`config.mk`:
```
export PLATFORM = sky130hd
export DESIGN_NAME = fifo_reader
export DESIGN_NICKNAME = d
export VERILOG_FILES = /design/src/rtl/fifo_reader_pkg.sv /design/src/rtl/fifo_reader_buf.sv /design/src/rtl/fifo_reader.sv
export SDC_FILE = /design/constraint.sdc
export NUM_CORES = 1
export LEC_CHECK = 0
export BUFFER_PORTS_ARGS = -buffer_cell sky130_fd_sc_hd__clkbuf_2
export CORE_MARGIN = 5
export CORE_UTILIZATION = 25
export CTS_CLUSTER_SIZE = 20
export DETAILED_ROUTE_END_ITERATION = 10
export GPL_ROUTABILITY_DRIVEN = 0
export PLACE_DENSITY_LB_ADDON = 0.25
export SETUP_SLACK_MARGIN = 0.4
export SYNTH_ARGS = -nofsm -noshare
export SYNTH_HDL_FRONTEND = slang
export SYNTH_SLANG_ARGS = --single-unit
```
`constraint.sdc`:
```
create_clock -name clk_i -period 4.3 [get_ports clk_i]
set_input_delay 0.215 -clock clk_i [delete_from_list [all_inputs] [get_ports clk_i]]
set_output_delay 0.215 -clock clk_i [all_outputs]
set_load 0.01 [all_outputs]
```
`src/rtl/fifo_reader_pkg.sv`:
```
// Shared types and helpers for the fifo_reader read-side stream adapter.
//   occ_e     : buffered word count of the two-entry output buffer
//   can_issue : read-issue rule (room for one more word after this cycle's pop)
package fifo_reader_pkg;

  localparam int unsigned OCC_WIDTH = 2;

  typedef enum logic [OCC_WIDTH-1:0] {
    OCC_EMPTY = 2'd0,
    OCC_ONE   = 2'd1,
    OCC_TWO   = 2'd2
  } occ_e;

  // Words held plus word in flight minus word leaving must leave one free slot.
  // Compared as level <= 1 + pop so the subtraction can never underflow.
  function automatic logic can_issue(input logic [OCC_WIDTH-1:0] occ,
                                     input logic inflight,
                                     input logic pop);
    logic [2:0] level;
    level = 3'(occ) + 3'(inflight);
    return level <= (3'(pop) + 3'd1);
  endfunction

endpackage

```
`src/rtl/fifo_reader_buf.sv`:
```
// Two-entry head/tail output buffer for fifo_reader.
// Ports:
//   clk_i, reset_i : clock, synchronous active-high reset
//   push_i         : push_data_i is captured this edge
//   push_data_i    : word arriving from the FIFO read port
//   pop_i          : head word is consumed this edge (only when valid_o)
//   valid_o        : head holds a word (registered)
//   head_o         : head word (registered)
//   occ_o          : buffered words, 0..2 (registered)
module fifo_reader_buf
  import fifo_reader_pkg::*;
#(
  parameter int unsigned DATA_WIDTH = 8
) (
  input  logic                  clk_i,
  input  logic                  reset_i,
  input  logic                  push_i,
  input  logic [DATA_WIDTH-1:0] push_data_i,
  input  logic                  pop_i,
  output logic                  valid_o,
  output logic [DATA_WIDTH-1:0] head_o,
  output logic [1:0]            occ_o
);

  occ_e                  occ_q, occ_d;
  logic [DATA_WIDTH-1:0] head_q, head_d;
  logic [DATA_WIDTH-1:0] tail_q, tail_d;
  logic                  valid_q, valid_d;

  // State and data registers.
  always_ff @(posedge clk_i) begin
    if (reset_i) begin
      occ_q   <= OCC_EMPTY;
      head_q  <= '0;
      tail_q  <= '0;
      valid_q <= 1'b0;
    end else begin
      occ_q   <= occ_d;
      head_q  <= head_d;
      tail_q  <= tail_d;
      valid_q <= valid_d;
    end
  end

  // Next occupancy and entry routing.
  always_comb begin
    occ_d  = occ_q;
    head_d = head_q;
    tail_d = tail_q;
    unique case (occ_q)
      OCC_EMPTY: begin
        if (push_i) begin
          occ_d  = OCC_ONE;
          head_d = push_data_i;
        end
      end
      OCC_ONE: begin
        unique case ({push_i, pop_i})
          2'b10: begin
            occ_d  = OCC_TWO;
            tail_d = push_data_i;
          end
          2'b01: occ_d = OCC_EMPTY;
          // Head leaves and the arriving word replaces it in the same edge.
          2'b11: head_d = push_data_i;
          default: ;
        endcase
      end
      OCC_TWO: begin
        if (pop_i) begin
          head_d = tail_q;
          if (push_i) begin
            tail_d = push_data_i;
          end else begin
            occ_d = OCC_ONE;
          end
        end
      end
      default: occ_d = OCC_EMPTY;
    endcase
    valid_d = (occ_d != OCC_EMPTY);
  end

  assign valid_o = valid_q;
  assign head_o  = head_q;
  assign occ_o   = occ_q;

  // The issue rule must never let a word arrive at a full buffer that is not draining.
  a_no_overflow : assert property (@(posedge clk_i) disable iff (reset_i)
    !(push_i && !pop_i && (occ_q == OCC_TWO)));

endmodule

```
`src/rtl/fifo_reader.sv`:
```
// Drains a FIFO read port (one-cycle registered read latency) into a
// valid/ready stream with full throughput, strict ordering and no over-read.
// Ports:
//   clk_i, reset_i   : clock, synchronous active-high reset
//   fifo_empty_i     : FIFO empty flag
//   fifo_read_data_i : FIFO data, valid the cycle after fifo_read_en_o
//   fifo_read_en_o   : FIFO read strobe (combinational)
//   m_valid_o        : stream word available (registered)
//   m_data_o         : stream word, held while stalled (registered)
//   m_ready_i        : downstream accepts when m_valid_o && m_ready_i
//   occupancy_o      : buffered words 0..2
module fifo_reader
  import fifo_reader_pkg::*;
#(
  parameter int unsigned DATA_WIDTH = 8
) (
  input  logic                  clk_i,
  input  logic                  reset_i,
  input  logic                  fifo_empty_i,
  input  logic [DATA_WIDTH-1:0] fifo_read_data_i,
  output logic                  fifo_read_en_o,
  output logic                  m_valid_o,
  output logic [DATA_WIDTH-1:0] m_data_o,
  input  logic                  m_ready_i,
  output logic [1:0]            occupancy_o
);

  logic       inflight_q;
  logic       pop;
  logic [1:0] occ;

  assign pop = m_valid_o && m_ready_i;

  // Read issue; the m_ready_i term lets a read go out in the same cycle a word leaves.
  always_comb begin
    fifo_read_en_o = !reset_i && !fifo_empty_i && can_issue(occ, inflight_q, pop);
  end

  // A read issued just before reset is dropped by clearing the in-flight flag.
  always_ff @(posedge clk_i) begin
    if (reset_i) begin
      inflight_q <= 1'b0;
    end else begin
      inflight_q <= fifo_read_en_o;
    end
  end

  fifo_reader_buf #(
    .DATA_WIDTH (DATA_WIDTH)
  ) u_buf (
    .clk_i       (clk_i),
    .reset_i     (reset_i),
    .push_i      (inflight_q),
    .push_data_i (fifo_read_data_i),
    .pop_i       (pop),
    .valid_o     (m_valid_o),
    .head_o      (m_data_o),
    .occ_o       (occ)
  );

  assign occupancy_o = occ;

endmodule

```
[Word-level counts from Yosys, hierarchy flattened]
Index checks and enable logic that the tools add are counted.
Word-level totals
  register bits after elaboration: 20
  logic and storage cells: 41
Cells by class
  $add $sub $neg: 2
  order comparisons: 1
  equality and inequality tests: 10
  mux-type cells: 12
  reductions and logical operators: 11
Operator list (count)
  8-bit two-way mux: 5
  8-bit case mux with 3 select lines: 1
  8-bit case mux with 2 select lines: 1
  2-bit inequality test, second input constant: 4
  4-bit AND reduction: 2
  2-bit equality test, second input constant: 3
  2-bit two-way mux: 3
  2-bit case mux with 3 select lines: 1
  2-bit by 1-bit equality test with 1-bit output, second input constant: 2
  2-bit case mux with 2 select lines: 1
  2-bit nonzero test: 2
  2-bit by 1-bit adder with 3-bit output: 1
  3-bit by 2-bit <= comparator with 1-bit output: 1
  1-bit logical AND: 3
  3-bit nonzero test: 1
  1-bit by 1-bit adder with 2-bit output, second input constant: 1
  1-bit logical NOT: 2
  2-bit logical NOT: 1
  2-bit by 1-bit inequality test with 1-bit output, second input constant: 1

[Longest topological paths before layout]
  depth in word-level cells: 5
  depth in mapped cells: 8
  mapped depth without buffers: 7

[Hierarchy]
From an unflattened synthesis, not the netlist that was laid out.
Second synthesis, totals
  cell total of the unflattened synthesis: 111
  area total of the unflattened synthesis: 1088.5 µm²
Modules (own cells, without submodules)
  fifo_reader_buf: times used 1, cells an instance 97, area an instance 960.9 µm²
  fifo_reader: times used 1, cells an instance 14, area an instance 127.6 µm²

[Worst setup path before layout]
No wires, ideal clock.
  path kind: register to output
  from: register u_buf.occ_q[1] (netlist: u_buf.occ_o[1])
  to: output fifo_read_en_o
  arrival time: 2014 ps
  required time: 4085 ps
  path slack: 2071 ps
  cell stages (with the launch flop): 8
  cells stage by stage: dfxtp_1 -> buf_4 -> clkinv_1 -> buf_2 -> fa_1 -> o31a_1 -> a21oi_1 -> nor3_1
Between the ends
  word-level cells in the longest chain between the ends: 3
RTL lines
  start, declared: line fifo_reader_buf.sv:25  | occ_e occ_q, occ_d;
  start signal, assigned: line fifo_reader_buf.sv:33  | occ_q <= OCC_EMPTY;
  start signal, assigned: line fifo_reader_buf.sv:38  | occ_q <= occ_d;
  2-bit by 1-bit adder with 3-bit output: line fifo_reader_pkg.sv:20  | level = 3'(occ) + 3'(inflight);
  3-bit by 2-bit <= comparator with 1-bit output: line fifo_reader_pkg.sv:21  | return level <= (3'(pop) + 3'd1);
  1-bit logical AND: line fifo_reader.sv:36  | fifo_read_en_o = !reset_i && !fifo_empty_i && can_issue(occ, inflight_q, pop);
  end, declared: line fifo_reader.sv:21  | output logic fifo_read_en_o,
Every way passes these cells.

[Worst setup path after layout]
Same ends and word-level chain as after synthesis.

==> impl_results.md <==
- Post-synth EDFFs: 0
- Share of total power in sequential cells: 41.0%
- Post-CTS setup buffer count: 0
- Hold Crit Class: in -> reg
- Hold buffer count at cts: 0
- Ant. Diodes: 0
- Total negative setup slack: 0 ns
- Primary FF master, synth: dfxtp_1
- Starting density of the core: 25.4%
- Post-route non-filler standard cell count: 220
- CP Data Arrival Time: 2.40 ns
- Root Buffer: clkbuf_8
- Clk sinks: 20
- Final setup viols: 0
- Final nets: 171
- Total CTS buffers: 3
- Flop-to-flop setup slack: 2.19 ns
- Final Skew: 0.00369 ns
- I/O pin count: 24
- Yosys warning count: 0
- Min Tclk post-route: 2.61 ns
- Peak supply drop: 0.000150 V
- Clock Pin Slew Worst Setup and Hold Paths: 0.08 ns
- Cts repair resizes: 0
- Crit Path Class: reg -> out
- Initial DRC Count: 72
- Sequential cell area: 400 sq um
- Layout area overhead: 13.8%
- Syn nets: 156
- Number of global-route vias before repair: 1,124
- Static Leak: 0.604 nW
- Commonest non-fill, non-tap cells in the layout: 32 x nand4_1, 23 x clkbuf_2, 20 x dfxtp_1
- Fillers: 559
- Final Max Slew Viols: 0
- H-tree depth: 1
- Total iterations of the first detailed-routing run: 4
- Cell Pwr Density: 418 nW/um^2
- Measured slew at the worst slew-check pin: 0.891 ns
- Power Internal: 0.384 mW
- Die H: 81.5 um
- Critical path fanouts, max: 18
- Clock Path Buffers: 2
- Antenna violations before repair: 0
- Total congestion overflow: 0
- Final HPWL DP: 2.36 mm
- Logic pwr share: 38.4%
- Clock Power Share: 20.6%
- Switch Pwr: 0.224 mW
- Final Hold Vio Count: 0
- Core Area: 5040 sq um
- Dpl cells: 217
- Crit path required time: 4.09 ns
- Num rows: 26
- DR DRC count: 0
- Input/output buffers: 23
- Final period utilization: 60.7%
- Syn_area_per_cell: 9.33 sq um
- Post-Syn Instances: 137
- GR Util All Layers: 10.5%
- Seq cells post-synth: 20
- Switching Fraction: 36.9%
- Multi-input logic area: 773 sq um
- Crit. End Element: primary output
- Largest net degree at the start of global routing: 33
- Clock Latency Late Sink: 0.26 ns
- Status: completed
- Critical Path Source Type: flop
- Mapped Area: 1280 sq um
- Average wire per standard cell: 15.0 um
- Max Freq: 383 MHz
- RSZ-0062 raised after global routing: no
- Via count: 1,117
- Commonest non-fill, non-tap cell in the layout: nand4_1
- Total detailed-routing wirelength: 3.31 mm
- Sequential-to-total area share from yosys stat: 31.3%
- Yosys cell types: 30
- First-pass GRT wire length: 5.40 mm
- TritonCTS clock tree: done
- Chip width: 81.5 um
- Async SR Flop Fraction: 0%
- Max-cap violations: 0
- Routed vias/inst: 5.08
- Max-slew headroom at the worst pin: 40.5%
- Share of layout cells above drive strength 1: 24.0%
- Die area: 6650 sq um
- ANT nets after route: 0
cells in the mapped netlist, types with 2 or more instances:
| cell type | count | share of area, % |
|---|---|---|
| buf_2 | 3 | 1.2 |
| a21oi_1 | 2 | 0.78 |
| dfxtp_1 | 20 | 31 |
| and4b_1 | 2 | 1.6 |
| nor3_1 | 2 | 0.78 |
| ha_1 | 6 | 5.9 |
| nand2_1 | 3 | 0.88 |
| nand4b_1 | 8 | 5.5 |
| buf_1 | 3 | 0.88 |
| a211oi_1 | 8 | 4.7 |
| clkbuf_1 | 4 | 1.2 |
| inv_1 | 7 | 2.1 |
| buf_4 | 3 | 1.8 |
| mux2i_1 | 8 | 6.3 |
| nand4_1 | 32 | 16 |
| and2_1 | 3 | 1.5 |
| a211oi_2 | 8 | 7.8 |
| nand2b_1 | 3 | 1.5 |
worst max-delay path, cell delays in order, from the launching register on:
cell,delay (ns)
dfxtp_1,0.33
clkinv_1,0.45
fa_1,0.67
o31a_1,0.31
a21oi_1,0.16
nor3_1,0.06
clkbuf_2,0.14
cells by family (layout without fill, tap and decap cells):
| logic type | after synthesis | in the layout | synth area share, % |
|---|---|---|---|
| mux | 8 | 8 | 6.26 |
| compound gates | 24 | 24 | 18.0 |
| flops | 20 | 20 | 31.3 |
| simple gates | 56 | 56 | 28.8 |
| buf+inv | 22 | 35 | 8.22 |
| fa+ha+maj | 7 | 7 | 7.44 |
layout make-up:
type	count	area share, %
Multi-Input combinational cell	95	53.1
Sequential cell	20	27.5
Timing Repair Buffer	24	8.43
Tap cell	70	6.02
Clock buffer	3	2.84
Inverter	8	2.06
layer usage:
layer / share of wire (%) / vias to the layer above / wire [um] / GRT usage [%]
met5: 0 / - / 0 / 0
met4: 0.91 / 0 / 30 / 3.04
met3: 2.2 / 4 / 72 / 1.97
met2: 48 / 18 / 1580 / 17.5
met1: 49 / 534 / 1620 / 13.6
li1: - / 561 / - / -
stage by stage:
stage / cell area (sq um) / total power, mW / utilization (%) / hold slack [ns] / worst slack, ns
6_report: 1460 / 0.608 / 28.9 / 0.124 / 1.69
5_1_grt: 1460 / 0.657 / 28.9 / 0.139 / 1.49
4_1_cts: 1460 / 0.616 / 28.9 / 0.122 / 1.70
3_5_place_dp: 1410 / 0.491 / 28.0 / 0.398 / 1.99
3_3_place_gp: 1410 / 0.481 / 28.0 / 0.400 / 2.03
2_1_floorplan: 1280 / 0.429 / - / 0.292 / 2.07
worst paths after layout:
check,start,endpoint,depth (start not counted)
hold / removal,fifo_empty_i,inflight_q,2
setup reg to reg,u_buf.occ_o[1],inflight_q,5
setup / recovery,u_buf.occ_o[1],fifo_read_en_o,6
hold reg to reg,u_buf.tail_q[5],u_buf.tail_q[5],2
flip-flops by register name, summed over array words and instances (netlist names):
register / flops
u_buf.head_o: 8
u_buf.tail_q: 8
u_buf.occ_o: 2
u_buf.valid_o: 1
inflight_q: 1
power by group through the flow:
| stage | registers, mW | logic (mW) | clock network (mW) |
|---|---|---|---|
| after floorplan | 0.254 | 0.175 | 0 |
| after global placement | 0.252 | 0.229 | 0 |
| after detailed placement | 0.255 | 0.237 | 0 |
| after CTS | 0.250 | 0.237 | 0.128 |
| after global routing | 0.255 | 0.265 | 0.136 |
| final | 0.249 | 0.234 | 0.125 |
Note: power is estimated with default switching activity, not from simulation.
